--- src/rtl/mem_arbiter2.sv ---
`default_nettype none
// ============================================================================
// Module   : mem_arbiter2
// Purpose  : Two-port round-robin arbiter in front of the single-port 8-bit
//            system RAM. Port 0 is the CPU core, port 1 the DMA/loader.
//            One command is accepted per cycle and issued as a registered
//            mem_* command. Read data is captured at the end of the access
//            cycle and returned to the winning port one cycle later.
//            A per-port lock keeps the bus across multi-access sequences.
// Ports    : clk, rst (async, active-low)
//            req/we/lock/addr/wdata 0|1  - requester command inputs
//            gnt 0|1                     - command accepted (1-cycle pulse)
//            rvalid/rdata 0|1            - read return (rdata holds value)
//            mem_en/mem_we/mem_a/mem_wd  - registered memory command
//            mem_rd                      - memory read data (comb. of mem_a)
// Revision : 1.0  initial release
// ============================================================================
module mem_arbiter2 #(
  parameter int AW = 16,
  parameter int DW = 8
) (
  input  logic          clk,
  input  logic          rst,
  input  logic          req0,
  input  logic          req1,
  input  logic          we0,
  input  logic          we1,
  input  logic          lock0,
  input  logic          lock1,
  input  logic [AW-1:0] addr0,
  input  logic [AW-1:0] addr1,
  input  logic [DW-1:0] wdata0,
  input  logic [DW-1:0] wdata1,
  output logic          gnt0,
  output logic          gnt1,
  output logic          rvalid0,
  output logic          rvalid1,
  output logic [DW-1:0] rdata0,
  output logic [DW-1:0] rdata1,
  output logic          mem_en,
  output logic          mem_we,
  output logic [AW-1:0] mem_a,
  output logic [DW-1:0] mem_wd,
  input  logic [DW-1:0] mem_rd
);

  // State encodes {locked, owner}; the owner bit is irrelevant while FREE.
  typedef enum logic [1:0] {
    FREE  = 2'b00,
    LOCK0 = 2'b10,
    LOCK1 = 2'b11
  } state_t;

  state_t state, state_next;
  logic   last;      // last-granted port; reset to 1 so port 0 wins first tie
  logic   rd_pend;   // a read access is on the memory bus this cycle
  logic   rd_port;   // which port that read belongs to
  logic   grant0, grant1;

  // Arbitration and lock tracking
  always_comb begin
    grant0     = 1'b0;
    grant1     = 1'b0;
    state_next = state;
    case (state)
      // While locked only the owner may be granted, even if it is idle.
      LOCK0: grant0 = req0;
      LOCK1: grant1 = req1;
      default: begin
        if (req0 && req1) begin
          grant0 = last;
          grant1 = ~last;
        end else begin
          grant0 = req0;
          grant1 = req1;
        end
      end
    endcase
    if (grant0) begin
      state_next = lock0 ? LOCK0 : FREE;
    end else if (grant1) begin
      state_next = lock1 ? LOCK1 : FREE;
    end
  end

  // Command register, grant pulses and read return
  always_ff @(posedge clk or negedge rst) begin
    if (!rst) begin
      state   <= FREE;
      last    <= 1'b1;
      gnt0    <= 1'b0;
      gnt1    <= 1'b0;
      mem_en  <= 1'b0;
      mem_we  <= 1'b0;
      mem_a   <= '0;
      mem_wd  <= '0;
      rd_pend <= 1'b0;
      rd_port <= 1'b0;
      rvalid0 <= 1'b0;
      rvalid1 <= 1'b0;
      rdata0  <= '0;
      rdata1  <= '0;
    end else begin
      state  <= state_next;
      gnt0   <= grant0;
      gnt1   <= grant1;
      mem_en <= grant0 | grant1;
      mem_we <= (grant0 & we0) | (grant1 & we1);
      // Address and data hold their last value when idle.
      if (grant0) begin
        mem_a  <= addr0;
        mem_wd <= wdata0;
        last   <= 1'b0;
      end else if (grant1) begin
        mem_a  <= addr1;
        mem_wd <= wdata1;
        last   <= 1'b1;
      end
      rd_pend <= (grant0 & ~we0) | (grant1 & ~we1);
      rd_port <= grant1;
      // mem_rd reflects the read address issued this cycle; capture it at
      // the edge that ends the access and flag it valid for one cycle.
      rvalid0 <= rd_pend & ~rd_port;
      rvalid1 <= rd_pend & rd_port;
      if (rd_pend) begin
        if (rd_port) begin
          rdata1 <= mem_rd;
        end else begin
          rdata0 <= mem_rd;
        end
      end
    end
  end

endmodule
`default_nettype wire

--- config.mk ---
export PLATFORM = sky130hd
export DESIGN_NAME = mem_arbiter2
export DESIGN_NICKNAME = d
export VERILOG_FILES = /design/src/rtl/mem_arbiter2.sv
export SDC_FILE = /design/constraint.sdc
export NUM_CORES = 1
export LEC_CHECK = 0
export ABC_AREA = 1
export ABC_CLOCK_PERIOD_IN_PS = 2400
export CAP_MARGIN = 25
export CORE_ASPECT_RATIO = 0.6
export CORE_MARGIN = 1
export CORE_UTILIZATION = 44
export CTS_BUF_LIST = sky130_fd_sc_hd__clkbuf_8
export CTS_CLUSTER_DIAMETER = 30
export DETAILED_ROUTE_END_ITERATION = 6
export GPL_TIMING_DRIVEN = 0
export PLACE_DENSITY = 0.87
export SYNTH_ARGS = -nofsm -noshare
export SYNTH_HDL_FRONTEND = slang
export SYNTH_SLANG_ARGS = --single-unit
--- constraint.sdc ---
create_clock -name clk -period 2.4 [get_ports clk]
set_clock_uncertainty 0.15 [all_clocks]
set_input_delay 0.6 -clock clk [delete_from_list [all_inputs] [get_ports clk]]
set_output_delay 0.6 -clock clk [all_outputs]
set_load 0.01 [all_outputs]
* Word level (Yosys, flattened, before mapping) *
Cells that the tools add are included.

operators by class
  equality and inequality tests = 2
  muxes and demuxes = 14
  bitwise gates (word level) = 13
  reductions and logical operators = 4

operator list
  kind                                  count
  two-way mux 16 bit                    2
  two-way mux 8 bit                     2
  two-way mux 2 bit                     4
  bitwise AND 1 bit                     6
  == test 2 bit, second input constant  2
  two-way mux 1 bit                     4
  NOT 1 bit                             4
  one-hot mux 1 bit (2 select lines)    2
  AND reduction 2 bit                   2
  OR 1 bit                              3
  nonzero test 2 bit                    1
  logical AND 1 bit                     1

storage, ports and cells
  bits in registers = 50
  input bits = 64
  output and inout bits = 46
  logic and storage cells = 46

* Longest topological paths before layout *
  word-level depth = 5
  gate-level depth with buffers = 8
  gate-level depth less buffers = 7

* Least setup slack after synthesis *
Ideal clock, no wire load.

  path kind = in2reg
  from = input req0
  to = register mem_a[10]
  setup time = 125 ps
  data arrival time = 1275 ps
  data required time = 2125 ps
  slack = 850 ps
  stages = 8
  buffers on the path = 1
  cell sequence = inv_1 -> nor2_2 -> nand2_4 -> nand2_2 -> inv_4 -> buf_4 -> nand2_1 -> nand3_1

between the ends
  cells in the longest elaborated chain, start to end = 4
  elaborated cells on any way between the ends = 7
  those cells by class = mux: 5; reduce/logical: 2

RTL lines
  item                                                             RTL line  text
  from (decl)                                                      24        input logic req0,
  logical AND 1 bit                                                70        if (req0 && req1) begin
  two-way mux 1 bit                                                70
  one-hot mux 1 bit (2 select lines)                               65        case (state)
  two-way mux 16 bit / nonzero test 2 bit (equally long branches)  n/a
  to (signal assigned)                                             111       mem_a <= addr0;
  to (signal assigned)                                             115       mem_a <= addr1;
  to (decl)                                                        42        output logic [AW-1:0] mem_a,

Several ways; a longest one is shown, not always the timed one.
A chain may end at the register's enable or synchronous reset.

* Final worst setup path *
  from = register rdata0[1]
  to = output rdata0[1]

RTL lines
  item                    RTL line  text
  from (decl)             38        output logic [DW-1:0] rdata0,
  from (signal assigned)  129       rdata0 <= mem_rd;

No word-level cell between the ends.

==> metrics <==
switching power=0.00129 W; Setup crit start=rdata0[1]$_DFFE_PN0P_; crit-path cells=clkdlybuf4s50_1; TritonCTS Buffers=5; Rows=19; die height=56.2 microns; critical-path maximum fanout=2; Maximum Capacitance Violations=0; Seq/Total Area, Yosys=58.2%; WP data arrival=1.27 ns; Starting Density=46.4%; antenna violations before repair=0; reg2reg start=state[1]$_DFFE_PN0P_; total setup buffers inserted after CTS=0; post-route DRC violation count=0; DR pass1 iterations=4; number of global-route vias before repair=2111; Antenna diodes=0; combinational power share=46.5%; Post-Place Cell Area=3340 sq um; switching fraction of total power=34.7%; status=completed; die area=5180 sq um; layout cells sized above 1=8.78%; initial DRC count=89; Overall Global Routing Usage=26.0%; gpl congestion=0.819; post-DP HPWL=4.72 mm; syn_nets=299; Fin. Hold Viols=0; FF+latch area=1250 sq um; Root Buffer=clkbuf_8; total gr overflow=0; fin crit share=84.3%; cts repair resizes=0; pin count of the biggest net entering global routing=35; Least-Margin Pin Slew=0.447 ns; post-synthesis register bit count=50; clk sinks=50; area of the multi-input gates=734 sq um; largest cells by area after synthesis=dfrtp_1 (57%), nand2_1 (12%), nand4_1 (7.6%); vias after detailed routing=2110; IO Count=110; largest area contributor in the netlist=dfrtp_1; WL per Instance=14.6 microns; fmax=0.494 GHz; post-route cell area=3440 sq um; CTS tree=built; # nets final=416; min Tclk post-route=2.02 ns; slew margin rel.=70.2%; Post-synth top flop=dfrtp_1; Max Root-Sink Buffers=2; worst endpoint required time=1.65 ns; Synthesis Warnings=0; DRT antenna net count=0; worst hold path class=in2async; total power=0.00372 W; Synth Instances=235; clk_lat worst skew=0.30 ns; RSZ-0062 raised after global routing=false; clock network fraction of total power=15.4%; pwr dens=1080 nW/um^2; Setup crit start kind=flip-flop; Synth-to-Final Area Change=60.0%; Unique masters post-synth=21; first-pass GRT wire length=10.2 mm; Max Slew Vio Count=0; Syn Area/Cell=9.15 sq um; P_int=0.00243 W; H-tree depth=2; Routed WL=6.06 mm; CP max-delay cell=clkdlybuf4s50_1; maximum vdd drop=0.000583 V; chip width=92.3 microns; Crit. End Element=output pin; share of the synthesized area in the top cell type=57.0%; CP top delay family=buffers and inverters; Netlist Area Pre-Place=2150 sq um; Crit Path Class=reg2out; asr flop ratio synth=100%; final setup fails=0; clock-pin slew on the worst setup and hold paths=0.09 ns; # fillers=354; CP peak stage delay=0.59 ns; sequential share of power=38.1%; Post-synth EDFFs=0; Hold-fix buffers, CTS=0; Setup TNS Final=0 ns; cell leakage power=1.59 nW; worst path bufs/invs=1; # port buffers=109; Core ar.=4640 sq um; Vias/cell=5.07; final hold slack=0.0603 ns
-- Yosys cell counts, types with 2 or more instances --
library cell  count
o21ai_0          17
nor2_1            3
dfrtp_1          49
buf_4             3
buf_6             3
nand2_1          71
nand3_1          25
inv_1            16
nand4_1          26
nor2_2            2
buf_2             6
clkbuf_1          2
nand2_2           4
-- layout by cell type, fill, tap and decap left out, drive strengths merged --
cell type,instances
nand4,26
dfrtp,49
nand3,26
inv,20
dfstp,1
a21o,1
o21ai,18
clkdlybuf4s50,108
buf,14
clkbuf,7
nand2,76
bufinv,1
nor2,5
a21oi,1
-- kinds of logic after synthesis --
| group | share of synthesized area (%) |
|---|---|
| and+or+nand+nor | 29.4 |
| AOI/OAI and AO/OA | 4.77 |
| DFF | 58.2 |
| buffers and inverters | 7.62 |
-- registers in the layout (all words and copies together) (netlist names) --
| register | flops |
|---|---|
| gnt0 | 1 |
| last | 1 |
| mem_a | 16 |
| mem_en | 1 |
| mem_wd | 8 |
| mem_we | 1 |
| rd_pend | 1 |
| rd_port | 1 |
| rdata0 | 8 |
| rdata1 | 8 |
| rvalid0 | 1 |
| rvalid1 | 1 |
| state | 2 |
-- path summary, 6_finish.rpt --
check                                        end  slack [ns]  cells after the start
max                                    rdata0[1]        0.38                      1
min                        rdata1[6]$_DFFE_PN0P_        0.06                      1
max reg2reg                mem_a[14]$_DFFE_PN0P_        0.82                      7
min reg2reg                    rvalid0$_DFF_PN0_        0.33                      1
max in group asynchronous       last$_DFFE_PN1P_        1.47                      2
min in group clk               rvalid0$_DFF_PN0_        0.33                      1
-- stage by stage --
step	utilization, %	setup WS (ns)	std cells
2_1_floorplan	-	0.850	235
3_3_place_gp	71.6	-0.831	407
3_5_place_dp	72.0	0.143	408
4_1_cts	74.3	0.385	416
5_1_grt	74.3	0.351	416
6_report	74.3	0.377	416
-- cell type report --
type,count,area share (%)
Sequential cell,50,36.4
Timing Repair Buffer,110,32.1
Multi-Input combinational cell,153,21.3
Clock buffer,5,2.00
Buffer,14,2.73
Clock inverter,3,1.09
Inverter,18,2.04
Tap cell,63,2.29
-- power by group through the flow --
stage          Clock [W]  Sequential, W  Combinational (W)
2_1_floorplan          0        0.00157           0.000590
3_3_place_gp           0        0.00141            0.00169
3_5_place_dp           0        0.00143            0.00174
4_1_cts         0.000578        0.00142            0.00174
5_1_grt         0.000618        0.00147            0.00189
6_report        0.000574        0.00142            0.00173
-- routing by layer --
| metal | up-vias | track usage [%] | wire length [microns] |
|---|---|---|---|
| met4 | 0 | 8.04 | 39 |
| li1 | 1010 | - | - |
| met2 | 82 | 41.2 | 2820 |
| met5 | - | 0 | 0 |
| met1 | 1013 | 35.6 | 2720 |
| met3 | 5 | 6.42 | 479 |
No activity file was read; power rests on OpenSTA's default activity.
